### src/rtl/div_unit_pkg.sv
// Shared definitions for the iterative divider.
// Holds the controller state encoding, the default operand width, the
// Start-to-result latency, and a helper that decodes which states count as busy.
package div_unit_pkg;

  // Default operand/result width in bits.
  localparam int DIV_WIDTH = 32;

  // Edges from the Start edge to the edge that registers the results.
  localparam int DIV_LATENCY = 33;

  typedef enum logic [1:0] {
    IDLE = 2'd0,
    RUN  = 2'd1,
    FIX  = 2'd2,
    DONE = 2'd3
  } state_t;

  // Busy covers the iterating and sign-fix states only.
  function automatic logic is_busy_state(input state_t st);
    logic busy_s;
    case (st)
      RUN:     busy_s = 1'b1;
      FIX:     busy_s = 1'b1;
      default: busy_s = 1'b0;
    endcase
    return busy_s;
  endfunction

endpackage

### src/rtl/div_unit_step.sv
// Single radix-2 restoring division step (purely combinational).
// Ports:
//   rem_in  - current partial remainder (always < divisor)
//   dvd_bit - next dividend bit, MSB first
//   divisor - divisor magnitude
//   rem_out - partial remainder after this step
//   q_bit   - quotient bit produced by this step
module div_step #(
  parameter int WIDTH = 32
) (
  input  logic [WIDTH-1:0] rem_in,
  input  logic             dvd_bit,
  input  logic [WIDTH-1:0] divisor,
  output logic [WIDTH-1:0] rem_out,
  output logic             q_bit
);

  logic [WIDTH:0] shifted_s;
  logic [WIDTH:0] diff_s;

  // Shift in the next dividend bit, trial-subtract, and restore if negative.
  // Because rem_in < divisor, the shifted value is below 2*divisor, so a clear
  // top bit of the difference means the subtraction succeeded.
  always_comb begin
    shifted_s = {rem_in, dvd_bit};
    diff_s    = shifted_s - {1'b0, divisor};
    if (diff_s[WIDTH] == 1'b0) begin
      rem_out = diff_s[WIDTH-1:0];
      q_bit   = 1'b1;
    end else begin
      rem_out = shifted_s[WIDTH-1:0];
      q_bit   = 1'b0;
    end
  end

endmodule

### src/rtl/div_unit.sv
// Multi-cycle signed/unsigned integer divider.
// A division is launched by Start in IDLE. It takes WIDTH restoring steps in
// RUN, then one sign-fix cycle in FIX, then a single DONE cycle with Done high.
// A zero divisor skips straight to DONE.
// Ports:
//   clk, reset            - clock; asynchronous active-high reset
//   Start, Signed         - launch request and signed-mode select (sampled in IDLE)
//   SrcA, SrcB            - dividend and divisor (sampled with Start)
//   Busy, Done            - in-progress flag and one-cycle result-valid pulse
//   Quotient, Remainder   - registered results, held until the next accepted Start
//   DivByZero             - registered flag for a zero divisor
module div_unit
  import div_unit_pkg::*;
#(
  parameter int WIDTH = DIV_WIDTH
) (
  input  logic             clk,
  input  logic             reset,
  input  logic             Start,
  input  logic             Signed,
  input  logic [WIDTH-1:0] SrcA,
  input  logic [WIDTH-1:0] SrcB,
  output logic             Busy,
  output logic             Done,
  output logic [WIDTH-1:0] Quotient,
  output logic [WIDTH-1:0] Remainder,
  output logic             DivByZero
);

  localparam int CNT_W = $clog2(WIDTH) + 1;
  localparam logic [CNT_W-1:0] LAST_STEP = CNT_W'(WIDTH - 1);
  localparam logic [CNT_W-1:0] CNT_ONE   = CNT_W'(1);

  state_t             state_r;
  state_t             state_s;
  logic [WIDTH-1:0]   dvd_r;       // dividend shifts out MSB-first, quotient shifts in
  logic [WIDTH-1:0]   dsr_r;
  logic [WIDTH-1:0]   rem_r;
  logic [CNT_W-1:0]   cnt_r;
  logic               neg_q_r;
  logic               neg_r_r;
  logic [WIDTH-1:0]   rem_next_s;
  logic               q_bit_s;
  logic               a_neg_s;
  logic               b_neg_s;
  logic [WIDTH-1:0]   a_mag_s;
  logic [WIDTH-1:0]   b_mag_s;
  logic               b_zero_s;

  // Operand conditioning: signs and magnitudes of the live inputs.
  // The most negative value negates to itself, which is its correct
  // unsigned magnitude.
  always_comb begin
    a_neg_s  = Signed & SrcA[WIDTH-1];
    b_neg_s  = Signed & SrcB[WIDTH-1];
    a_mag_s  = a_neg_s ? ({WIDTH{1'b0}} - SrcA) : SrcA;
    b_mag_s  = b_neg_s ? ({WIDTH{1'b0}} - SrcB) : SrcB;
    b_zero_s = (SrcB == {WIDTH{1'b0}});
  end

  div_step #(.WIDTH(WIDTH)) u_step (
    .rem_in  (rem_r),
    .dvd_bit (dvd_r[WIDTH-1]),
    .divisor (dsr_r),
    .rem_out (rem_next_s),
    .q_bit   (q_bit_s)
  );

  // State register.
  always_ff @(posedge clk or posedge reset) begin
    if (reset) begin
      state_r <= IDLE;
    end else begin
      state_r <= state_s;
    end
  end

  // Next-state logic; Start is only looked at in IDLE.
  always_comb begin
    state_s = state_r;
    case (state_r)
      IDLE: begin
        if (Start) begin
          if (b_zero_s) begin
            state_s = DONE;
          end else begin
            state_s = RUN;
          end
        end else begin
          state_s = IDLE;
        end
      end
      RUN: begin
        if (cnt_r == LAST_STEP) begin
          state_s = FIX;
        end else begin
          state_s = RUN;
        end
      end
      FIX:     state_s = DONE;
      DONE:    state_s = IDLE;
      default: state_s = IDLE;
    endcase
  end

  // Registered status outputs, decoded from the upcoming state.
  always_ff @(posedge clk or posedge reset) begin
    if (reset) begin
      Busy <= 1'b0;
      Done <= 1'b0;
    end else begin
      Busy <= is_busy_state(state_s);
      Done <= (state_s == DONE);
    end
  end

  // Datapath: operand capture, iteration, and sign fix of the results.
  always_ff @(posedge clk or posedge reset) begin
    if (reset) begin
      dvd_r     <= {WIDTH{1'b0}};
      dsr_r     <= {WIDTH{1'b0}};
      rem_r     <= {WIDTH{1'b0}};
      cnt_r     <= {CNT_W{1'b0}};
      neg_q_r   <= 1'b0;
      neg_r_r   <= 1'b0;
      Quotient  <= {WIDTH{1'b0}};
      Remainder <= {WIDTH{1'b0}};
      DivByZero <= 1'b0;
    end else begin
      case (state_r)
        IDLE: begin
          if (Start) begin
            if (b_zero_s) begin
              Quotient  <= {WIDTH{1'b0}};
              Remainder <= SrcA;
              DivByZero <= 1'b1;
            end else begin
              dvd_r   <= a_mag_s;
              dsr_r   <= b_mag_s;
              rem_r   <= {WIDTH{1'b0}};
              cnt_r   <= {CNT_W{1'b0}};
              neg_q_r <= a_neg_s ^ b_neg_s;
              neg_r_r <= a_neg_s;
            end
          end
        end
        RUN: begin
          dvd_r <= {dvd_r[WIDTH-2:0], q_bit_s};
          rem_r <= rem_next_s;
          cnt_r <= cnt_r + CNT_ONE;
        end
        FIX: begin
          Quotient  <= neg_q_r ? ({WIDTH{1'b0}} - dvd_r) : dvd_r;
          Remainder <= neg_r_r ? ({WIDTH{1'b0}} - rem_r) : rem_r;
          DivByZero <= 1'b0;
        end
        default: begin
          cnt_r <= cnt_r;
        end
      endcase
    end
  end

endmodule
### config.mk
export PLATFORM = sky130hd
export DESIGN_NAME = div_unit
export DESIGN_NICKNAME = d
export VERILOG_FILES = /design/src/rtl/div_unit_pkg.sv /design/src/rtl/div_unit_step.sv /design/src/rtl/div_unit.sv
export SDC_FILE = /design/constraint.sdc
export NUM_CORES = 1
export LEC_CHECK = 0
export ABC_AREA = 1
export BUFFER_PORTS_ARGS = -buffer_cell sky130_fd_sc_hd__buf_4
export CAP_MARGIN = 20
export CORE_UTILIZATION = 55
export CTS_BUF_LIST = sky130_fd_sc_hd__clkbuf_8
export DETAILED_ROUTE_END_ITERATION = 8
export GPL_TIMING_DRIVEN = 0
export PLACE_DENSITY = 0.78
export RECOVER_POWER = 100
export REMOVE_ABC_BUFFERS = 1
export SYNTH_ARGS = -nofsm -noshare
export SYNTH_HDL_FRONTEND = slang
export SYNTH_SLANG_ARGS = --single-unit
### constraint.sdc
create_clock -name clk -period 4.97 [get_ports clk]
set_input_delay 0.2485 -clock clk [delete_from_list [all_inputs] [get_ports clk]]
set_output_delay 0.2485 -clock clk [all_outputs]
set_load 0.1 [all_outputs]
==> results.md, run 1 <==
- Status: complete, but fails checks
- Failing checks: capacitance limit, slew limit
- Setup crit end kind: flip-flop
- Critical path required time: 5390 ps
- Die height: 160 um
- Min cycle time layout: 4060 ps
- Most used DFF post-synth: dfrtp_1
- Fmax: 246 MHz
- Hold Path Stages: 3
- Final Slew Violations: between 300 and 400
- Initial antenna violation count: 0
- Fin cells: 2584
- 1st-iter DRT viols: approximately 1300
- Synth unique cells: 53
- IO Count: 135
- Slew margin rel.: -1.15
- CTS root buf: clkbuf_8
- Pin count of the biggest net entering global routing: 129
- Vias in the first global route: between 10000 and 15000
- Crit-path cells: buf_4, inv_1, ha_1, nand4_1, nor2_1, nand2_1, nor2_4, nor2_2, o21ai_0, buf_12, nand2_1, nand2_1
- Avg WL per Cell: between 15 and 20 um
- Routed Antenna Nets: 0
- Critical Path Source: SrcB[0]
- CP Capture Point: rem_r[12]
- Least-Margin Pin Slew: ~3200 ps
- Netlist Area Pre-Place: approximately 14000 um^2
- Max-Cap Viols: 7
- Async S/R FF share, synth: 1.00
- GP Congestion: around 0.95
- Port Buffers: around 130
- Layout area overhead: 8.80%
- Site Rows: 57
- Critical path arrival: 4480 ps
- Post-route clock period utilization: 0.817
- CP peak stage delay: approximately 2400 ps
- Clock buffer depth: 2
- Final TNS setup: 0 ps
- HP Class: primary input to flip-flop
- CTS tree: yes
- Diodes inserted: 0
- Worst Path Class, Setup: primary input to flip-flop
- Placed cell count: between 2000 and 3000
- CTS Sinks: approximately 170
- Die ar.: about 26000 um^2
- Most frequent CP cell: nand2_1
- Layout cells sized above 1: 0.0712
- Via Count: 14400
- Worst reg2reg path startpoint: state_r[0]
- CP max-delay cell: o21ai_0
- Global-route wire length before repair: 69100 um
- Hold Vio Cnt, Final: 0
- Synthesized instance count: 2156
- Synth Area per Inst: ~6.4 um^2
- Worst hold slack: 21.2 ps
- DR pass1 iterations: 6
- Crit Reg-Reg Endpoint: dvd_r[1]
- CTS clk-pin slew, worst paths: around 100 ps
- Vias/cell: ~5.6
- CORE AREA: ~24000 um^2
- RSZ-0062 raised after global routing: false
- Die X: around 160 um
- Yosys warning count: 0
- Initial Util: 0.563
- Critical-path maximum fanout: 32
- WL final: between 40000 and 50000 um
- Seq/Total Area, Yosys: 0.314
- Dpl hpwl: between 30000 and 40000 um
- R2R cell count: 6
- Worst skew pair latency: ~500 ps
- Number of synthesized flops with an enable pin: 0
- Postcts setup bufs: 0
- CTS buffer count: 17
- Nets@finish: between 2000 and 2500
- Reg2Reg Setup Slack: 1130 ps
- Drc violations: 0
- Startpoint types: primary input
- H-Tree Level Count: 4
- #FFs+latches synth: around 170
- Fin Clk Skew: between 20 and 25 ps
- Total track usage: 0.341
- Grt ovf: 0
- Setup violations, final: 0
==> Yosys cell counts, types with 2 or more instances <==
cell	number	area, um^2
nor4_1	3	18.8
dfrtp_1	173	4330
o21ai_1	37	185
buf_2	19	95.1
nor2_2	3	18.8
nand4_1	22	138
nor2_4	2	22.5
buf_6	8	90.1
nand2_4	3	33.8
and2_1	3	18.8
o21bai_1	5	37.5
nand3_2	12	120
o21ai_0	73	365
a22o_1	2	17.5
o31ai_1	6	45.0
buf_1	2	7.51
nand3_1	222	1110
or2_2	6	37.5
a21oi_2	2	17.5
clkbuf_1	29	109
o22ai_1	3	18.8
a21oi_1	84	420
inv_1	296	1110
ha_1	38	475
nand3b_1	18	135
xor2_1	43	377
a31oi_1	3	18.8
xnor2_1	13	114
inv_2	15	56.3
a22oi_1	4	30.0
o21a_1	2	15.0
clkinv_1	2	7.51
o211ai_1	16	120
nand2_2	13	81.3
nor2_1	182	683
a21oi_4	2	32.5
a21boi_1	3	22.5
nand2_1	695	2610
o221ai_1	14	123
buf_4	8	60.1
o21ai_2	11	96.3
nor3_1	47	235
nor3_2	2	20.0
==> flip-flops by register name, indices dropped and copies added, names as in the netlist <==
signal     count
Quotient      32
Remainder     32
dsr_r         32
dvd_r         32
rem_r         32
cnt_r          6
state_r        2
Busy           1
DivByZero      1
Done           1
neg_q_r        1
neg_r_r        1
==> worst max-delay path, delay by kind of cell <==
family	cells	cell delay [ps]
compound gates	1	2360
simple gates	7	1230
buf+inv	3	420
fa+ha+maj	1	200
==> how the worst min path moves through the flow <==
stage,from,to,slack [ps]
3_3_place_gp,Quotient[13],Quotient[13],470
2_1_floorplan,SrcA[29],dvd_r[29],380
5_1_grt,SrcA[0],dvd_r[0],10
3_5_place_dp,reset,dsr_r[3],260
6_report,SrcA[0],dvd_r[0],20
4_1_cts,SrcA[0],dvd_r[0],1
==> cells by family (layout without fill, tap and decap cells) <==
family / Yosys count / after routing / synth area share
and+or+nand+nor: 1237 / 1237 / 0.386
buffers and inverters: 380 / 484 / 0.113
AOI/OAI and AO/OA: 271 / 271 / 0.116
DFF: 173 / 173 / 0.314
xor gates and xnor gates: 56 / 56 / 0.0356
adders and majority gates: 39 / 39 / 0.0359
==> layout by cell type, fill, tap and decap left out, types with 3 or more instances in the layout <==
master,synthesis,layout
o21ai_2,11,7
nand2_2,13,10
clkbuf_8,0,17
or2_2,6,6
nor2_2,3,3
nand3b_1,18,18
nand4_1,22,23
inv_8,0,6
and2_1,3,3
o21ai_0,73,106
a31oi_1,3,3
o211ai_1,16,16
o31ai_1,6,6
nor2_1,182,182
nand2_1,695,699
ha_1,38,38
clkbuf_1,29,69
a22oi_1,4,5
nor3_1,47,47
o21bai_1,5,5
nand3_2,12,12
a21oi_1,84,84
dfrtp_1,173,173
inv_2,15,11
nand3_1,222,222
o22ai_1,3,3
o221ai_1,14,14
xor2_1,43,43
nor4_1,3,3
clkinv_4,0,3
inv_1,296,299
a21boi_0,0,3
buf_4,8,65
xnor2_1,13,13
o21ai_1,37,8
==> area by class of cell <==
cell class / instances / area, um^2
clock buffer: 17 / 234
inverter: 313 / 1180
clock inverter: 14 / 150
multi-input combinational: 1603 / 7860
fill: 2476 / 9470
sequential: 173 / 4330
timing repair buffer: 140 / 840
tap: 324 / 405
==> repair_timing <==
item / CTS / global route
endpoints found under the hold margin: 45 / 0
gates resized for setup: 0 / 0
hold buffers: 1 / 0
==> per-layer routing <==
layer  vias to the layer above  global-route usage  wire length (um)
li1                       7083                   -                 -
met1                      6686               0.495             19500
met2                       598               0.512             18400
met3                        54              0.0752              3960
met4                         0              0.0905               835
met5                         -                   0                 0
==> per-stage QoR <==
step           setup slack (ps)  cell area [um^2]  utilization
2_1_floorplan              33.0             13400            -
3_3_place_gp              -2000             14800        0.606
3_5_place_dp               1400             14900        0.611
4_1_cts                    1370             15300        0.627
5_1_grt                     537             15000        0.613
6_report                    911             15000        0.613
Power of run 1 is left out: the tool's default activity adds up to more than one toggle a clock period on the data nets, which glitch-free logic cannot reach.
==> inputs of run 2 (changes only) <==
- clock period: 4.97 -> 3.5 ns (I/O delays scaled with it)
==> results.md, run 2 (same netlist as run 1, synthesis figures left out) <==
- Sequential cell area: 4330 um^2 (unchanged)
- Setup crit end kind: flip-flop (unchanged)
- Slew margin rel.: -0.401 (was -1.15)
- CP peak stage delay: 790 ps (was 2360 ps)
- Die ar.: 25700 um^2 (unchanged)
- Status: complete, but fails checks (unchanged)
- Clock buffer depth: 2 (unchanged)
- Nets@finish: 2396 (was 2355)
- Vias in the first global route: 13500 (was 13300)
- CTS tree: yes (unchanged)
- Routed Antenna Nets: 0 (unchanged)
- Layout cells sized above 1: 0.0726 (was 0.0712)
- Fillers: 2412 (was 2476)
- Die height: 160 um (unchanged)
- CTS buffer count: 17 (unchanged)
- Layout area overhead: 12.1% (was 8.80%)
- Drc violations: 0 (unchanged)
- CTS Sinks: 173 (unchanged)
- Pin count of the biggest net entering global routing: 129 (unchanged)
- Port Buffers: 134 (unchanged)
- Total track usage: 0.346 (was 0.341)
- Worst skew pair latency: 500 ps (about the same)
- CORE AREA: 24500 um^2 (unchanged)
- Startpoint types: primary input (unchanged)
- Min cycle time layout: approximately 3300 ps
- Post-route clock period utilization: 0.946
- IO Count: 135 (unchanged)
- Initial Util: 0.563 (unchanged)
- Multi-input logic area: 7890 um^2 (was 7860 um^2)
- Grt ovf: 0 (unchanged)
- Via Count: 14600 (was 14400)
- Worst Path Class, Setup: primary input to flip-flop (unchanged)
- DR pass1 iterations: 8 (was 6)
- Failing checks: capacitance limit, slew limit (unchanged)
- Min-Delay Endpoint: dsr_r[23] (was dvd_r[0])
- Crit Reg-Reg Endpoint: dvd_r[1] (unchanged)
- H-Tree Level Count: 4 (unchanged)
- Critical-path maximum fanout: 33 (was 32)
- Max-Cap Viols: 1 (was 7)
- Dpl hpwl: 33200 um (unchanged)
- Avg WL per Cell: 16.5 um (about the same)
- Commonest non-fill, non-tap cell in the layout: nand2_1 (unchanged)
- CTS clk-pin slew, worst paths: 110 ps (was 100 ps)
- HP Class: primary input to flip-flop (unchanged)
- GP Congestion: 0.954 (unchanged)
- Site Rows: 57 (unchanged)
- Final Slew Violations: 47 (was 388)
- Hold Startpoint: SrcB[23] (was SrcA[0])
- Global-route wire length before repair: 70000 um (was 69100 um)
- Fin Clk Skew: 23.1 ps (was 21.6 ps)
- WL final: 43200 um (was 42700 um)
- Hold Path Stages: 3 (unchanged)
- Most frequent CP cell: nor2_4 (was nand2_1)
- Commonest cells after routing, fill and taps aside: nand2_1, inv_1, nand3_1 (unchanged)
- Reg2Reg Setup Slack: 280 ps (was 1130 ps)
- Initial antenna violation count: 0 (unchanged)
- RSZ-0062 raised after global routing: false (unchanged)
- Least-Margin Pin Slew: 2090 ps (was 3190 ps)
- Worst hold slack: 21.8 ps (was 21.2 ps)
- Hold Vio Cnt, Final: 0 (unchanged)
- Worst reg2reg path startpoint: state_r[0] (unchanged)
- Critical path required time: 3850 ps (was 5390 ps)
- Diodes inserted: 0 (unchanged)
- Critical path arrival: 3660 ps (was 4480 ps)
- CTS root buf: clkbuf_8 (unchanged)
- Vias/cell: 5.56 (was 5.58)
- R2R cell count: 6 (unchanged)
- Die X: 160 um (unchanged)
- CP max-delay cell: nand2_1 (was o21ai_0)
- Fmax: 302 MHz
- Setup violations, final: 0 (unchanged)
- 1st-iter DRT viols: 1337 (was 1330)
- Crit-path cells: dlygate4sd3_1, clkbuf_4, inv_1, ha_1, nand4_2, nor2_4, nand2_2, nor2_4, nor2_2, nand2_1, inv_2, nand3_1, o211ai_1 (was buf_4, inv_1, ha_1, nand4_1, nor2_1, nand2_1, nor2_4, nor2_2, o21ai_0, buf_12, nand2_1, nand2_1)
## run 2: cell types whose count changed in the layout (fill, tap and decap cells not counted), moves of 2 or more
cell	change
nor2_1	-2
a21boi_0	-2
inv_1	-2
inv_2	+2
nand2_2	-2
clkbuf_1	-2
a21boi_1	+2
dlygate4sd3_1	+41
## run 2: worst max path at each step
stage,startpoint,to,slack [ps]
after detailed placement,dvd_r[31],rem_r[19],-70
final,SrcB[0],dvd_r[27],190
after global routing,dvd_r[31],rem_r[19],50
after floorplan,reset,Busy,-1360
after global placement,reset,Quotient[27],-3400
after CTS,dvd_r[31],rem_r[19],150
## run 2: what timing repair did
item,4_1_cts,5_1_grt
endpoints found under the setup margin,10,20
endpoints found under the hold margin,87,0
gates resized for setup,1,2
setup buffers,0,0
hold buffers,42,0
## run 2: per-layer routing
layer / vias up / GRT usage / share of wire
met4: 0 / 0.0887 / 0.018
met5: - / 0 / 0
met2: 609 / 0.524 / 0.43
li1: 7159 / - / -
met3: 54 / 0.0749 / 0.090
met1: 6766 / 0.499 / 0.46
## run 2: worst max-delay path, delay by kind of cell
kind            cells  cell delay, ps
compound gates      1             110
fa+ha+maj           1             210
buf+inv             4            1330
simple gates        7            1790
## run 2: final cells by class
type / instances / share of cell area
clock inverter: 14 / 0.00971
timing repair buffer: 181 / 0.0824
tap: 324 / 0.0262
inverter: 313 / 0.0761
clock buffer: 17 / 0.0151
multi-input combinational: 1603 / 0.510
sequential: 173 / 0.280
## run 2: per-stage QoR
step / setup TNS, ps / instances / instance area [um^2] / setup WS, ps / utilization
6_report: 0 / 2625 / 15500 / 190 / 0.632
5_1_grt: 0 / 2625 / 15500 / 53.9 / 0.632
4_1_cts: 0 / 2624 / 15700 / 153 / 0.644
3_5_place_dp: -125 / 2551 / 14900 / -70.7 / 0.611
3_3_place_gp: -676990 / 2547 / 14800 / -3400 / 0.606
2_1_floorplan: -235890 / 2089 / 13400 / -1360 / -
Power of run 2 is left out for the same reason.
==> inputs of run 3 (changes only) <==
- RECOVER_POWER: 100 -> unset
==> results.md, run 3 (same netlist as run 1, synthesis figures left out) <==
- Final worst setup slack: 333 ps (was 190 ps)
- Placed inst area: 14900 um^2 (unchanged)
- RSZ-0062 raised after global routing: false (unchanged)
- CTS Sinks: 173 (unchanged)
- CTS clk-pin slew, worst paths: 110 ps (about the same)
- Initial Util: 0.563 (unchanged)
- Final Slew Violations: 0 (was 47)
- Die ar.: 25700 um^2 (unchanged)
- CORE AREA: 24500 um^2 (unchanged)
- Commonest non-fill, non-tap cell in the layout: nand2_1 (unchanged)
- Min cycle time layout: 3170 ps (was 3310 ps)
- Commonest cells after routing, fill and taps aside: nand2_1, inv_1, nand3_1 (unchanged)
- H-Tree Level Count: 4 (unchanged)
- Clock buffer depth: 2 (unchanged)
- Status: completed (was complete, but fails checks)
- Layout cells sized above 1: 0.107 (was 0.0726)
- Dpl hpwl: 33200 um (unchanged)
- 1st-iter DRT viols: 1373 (was 1337)
- Max-Cap Viols: 0 (was 1)
- Setup crit end kind: flip-flop (unchanged)
- Fillers: 2335 (was 2412)
- CP Capture Point: rem_r[19] (was dvd_r[27])
- Dpl ws: -70.7 ps (unchanged)
- M1 WL: 19700 um (was 19800 um)
- Worst Path Class, Setup: flip-flop to flip-flop (was primary input to flip-flop)
- Routed Antenna Nets: 0 (unchanged)
- Initial antenna violation count: 0 (unchanged)
- IO Count: 135 (unchanged)
- Vias in the first global route: 13500 (unchanged)
- Least-Margin Pin Slew: 1090 ps (was 2090 ps)
- Startpoint types: flip-flop (was primary input)
- Final Util: 0.645 (was 0.632)
- Worst reg2reg path startpoint: dvd_r[31] (was state_r[0])
- Nets@finish: 2396 (unchanged)
- Layout area overhead: 14.5% (was 12.1%)
- CTS buffer count: 17 (unchanged)
- DR pass1 iterations: 6 (was 8)
- Reg2Reg Setup Slack: 330 ps (was 280 ps)
- Die X: 160 um (unchanged)
- WL final: 43400 um (was 43200 um)
- Site Rows: 57 (unchanged)
- Uppermost routed layer: met4 (unchanged)
- Die height: 160 um (unchanged)
- Hold Vio Cnt, Final: 0 (unchanged)
- GP Congestion: 0.954 (unchanged)
- Critical path required time: 3880 ps (was 3850 ps)
- Via Count: 14500 (was 14600)
- Setup violations, final: 0 (unchanged)
- Drc violations: 0 (unchanged)
- HP Class: primary input to flip-flop (unchanged)
- Global-route wire length before repair: 70000 um (unchanged)
- CTS tree: yes (unchanged)
- R2R cell count: 17 (was 6)
- Critical-path maximum fanout: 20 (was 33)
- Fmax: 316 MHz (was 302 MHz)
- Grt ovf: 0 (unchanged)
- Post-route clock period utilization: 0.905 (was 0.946)
- Diodes inserted: 0 (unchanged)
- Crit Reg-Reg Endpoint: rem_r[19] (was dvd_r[1])
- Fin area: 15800 um^2 (was 15500 um^2)
- Worst skew pair latency: 500 ps (about the same)
- Final TNS setup: 0 ps (unchanged)
- Met3 wire len: 4010 um (was 3910 um)
- Metal2 WL: 18900 um (was 18800 um)
- Port Buffers: 134 (unchanged)
- Pin count of the biggest net entering global routing: 129 (unchanged)
- Vias/cell: 5.53 (was 5.56)
- Avg WL per Cell: 16.5 um (about the same)
- Critical path arrival: 3550 ps (was 3660 ps)
- Total track usage: 0.346 (unchanged)
- Slew margin rel.: 0.276 (was -0.401)
- Critical Path Source: dvd_r[31] (was SrcB[0])
- CTS root buf: clkbuf_8 (unchanged)
- Fin Clk Skew: 20.9 ps (was 23.1 ps)
## run 3: changes by cell type in the layout (fill, tap and decap cells not counted), sizes merged
cell	previous run	this run
buf	70	139
clkbuf	86	17
clkinvlp	3	2
inv	317	318
## run 3: critical path, stage by stage (launching register included)
cell     delay (ps)
dfrtp_1         340
inv_1           190
ha_1            300
fa_1            410
inv_1           120
nand2_1          60
nand2_1          80
nand3_1         100
nand2_2         150
nand2_2          70
nand2_2         100
nand2_4          80
nand2_4          70
nand2_2         320
nand2_4         370
nand2_1         130
nand3_1         100
nand2_1          60
## run 3: worst min path at each step
| stage | startpoint | endpoint | slack (ps) | cells after the start |
|---|---|---|---|---|
| final | SrcB[23] | dsr_r[23] | 20 | 3 |
| after global routing | SrcB[31] | dsr_r[31] | 5 | 3 |
| after CTS | SrcB[23] | dsr_r[23] | 0.1 | 3 |
| after detailed placement | reset | dsr_r[3] | 190 | 2 |
| after global placement | SrcA[0] | dvd_r[0] | 440 | 3 |
| after floorplan | SrcA[29] | dvd_r[29] | 310 | 2 |
## run 3: per-stage QoR
step	hold WS, ps	instances
2_1_floorplan	310	2089
3_3_place_gp	443	2547
3_5_place_dp	188	2551
4_1_cts	0.141	2624
5_1_grt	5.48	2625
6_report	24.4	2625
## run 3: routing by layer
layer | global-route usage | vias up
met4 | 0.0887 | 0
li1 | - | 7157
met5 | 0 | -
met3 | 0.0749 | 43
met1 | 0.499 | 6754
met2 | 0.524 | 574
## run 3: cell type report
class                      instances  area [um^2]  area share
inverter                         313         1180      0.0749
timing repair buffer             181         1540      0.0977
multi-input combinational       1603         7940       0.503
clock inverter                    14          150     0.00951
sequential                       173         4330       0.274
clock buffer                      17          234      0.0148
tap                              324          405      0.0257
## run 3: what timing repair did
action / CTS / global route
hold buffers: 42 / 0
hold endpoints to repair: 87 / 0
resized for setup: 1 / 2
setup endpoints to repair: 10 / 20
buffers inserted: 0 / 0
Power of run 3 is left out for the same reason.
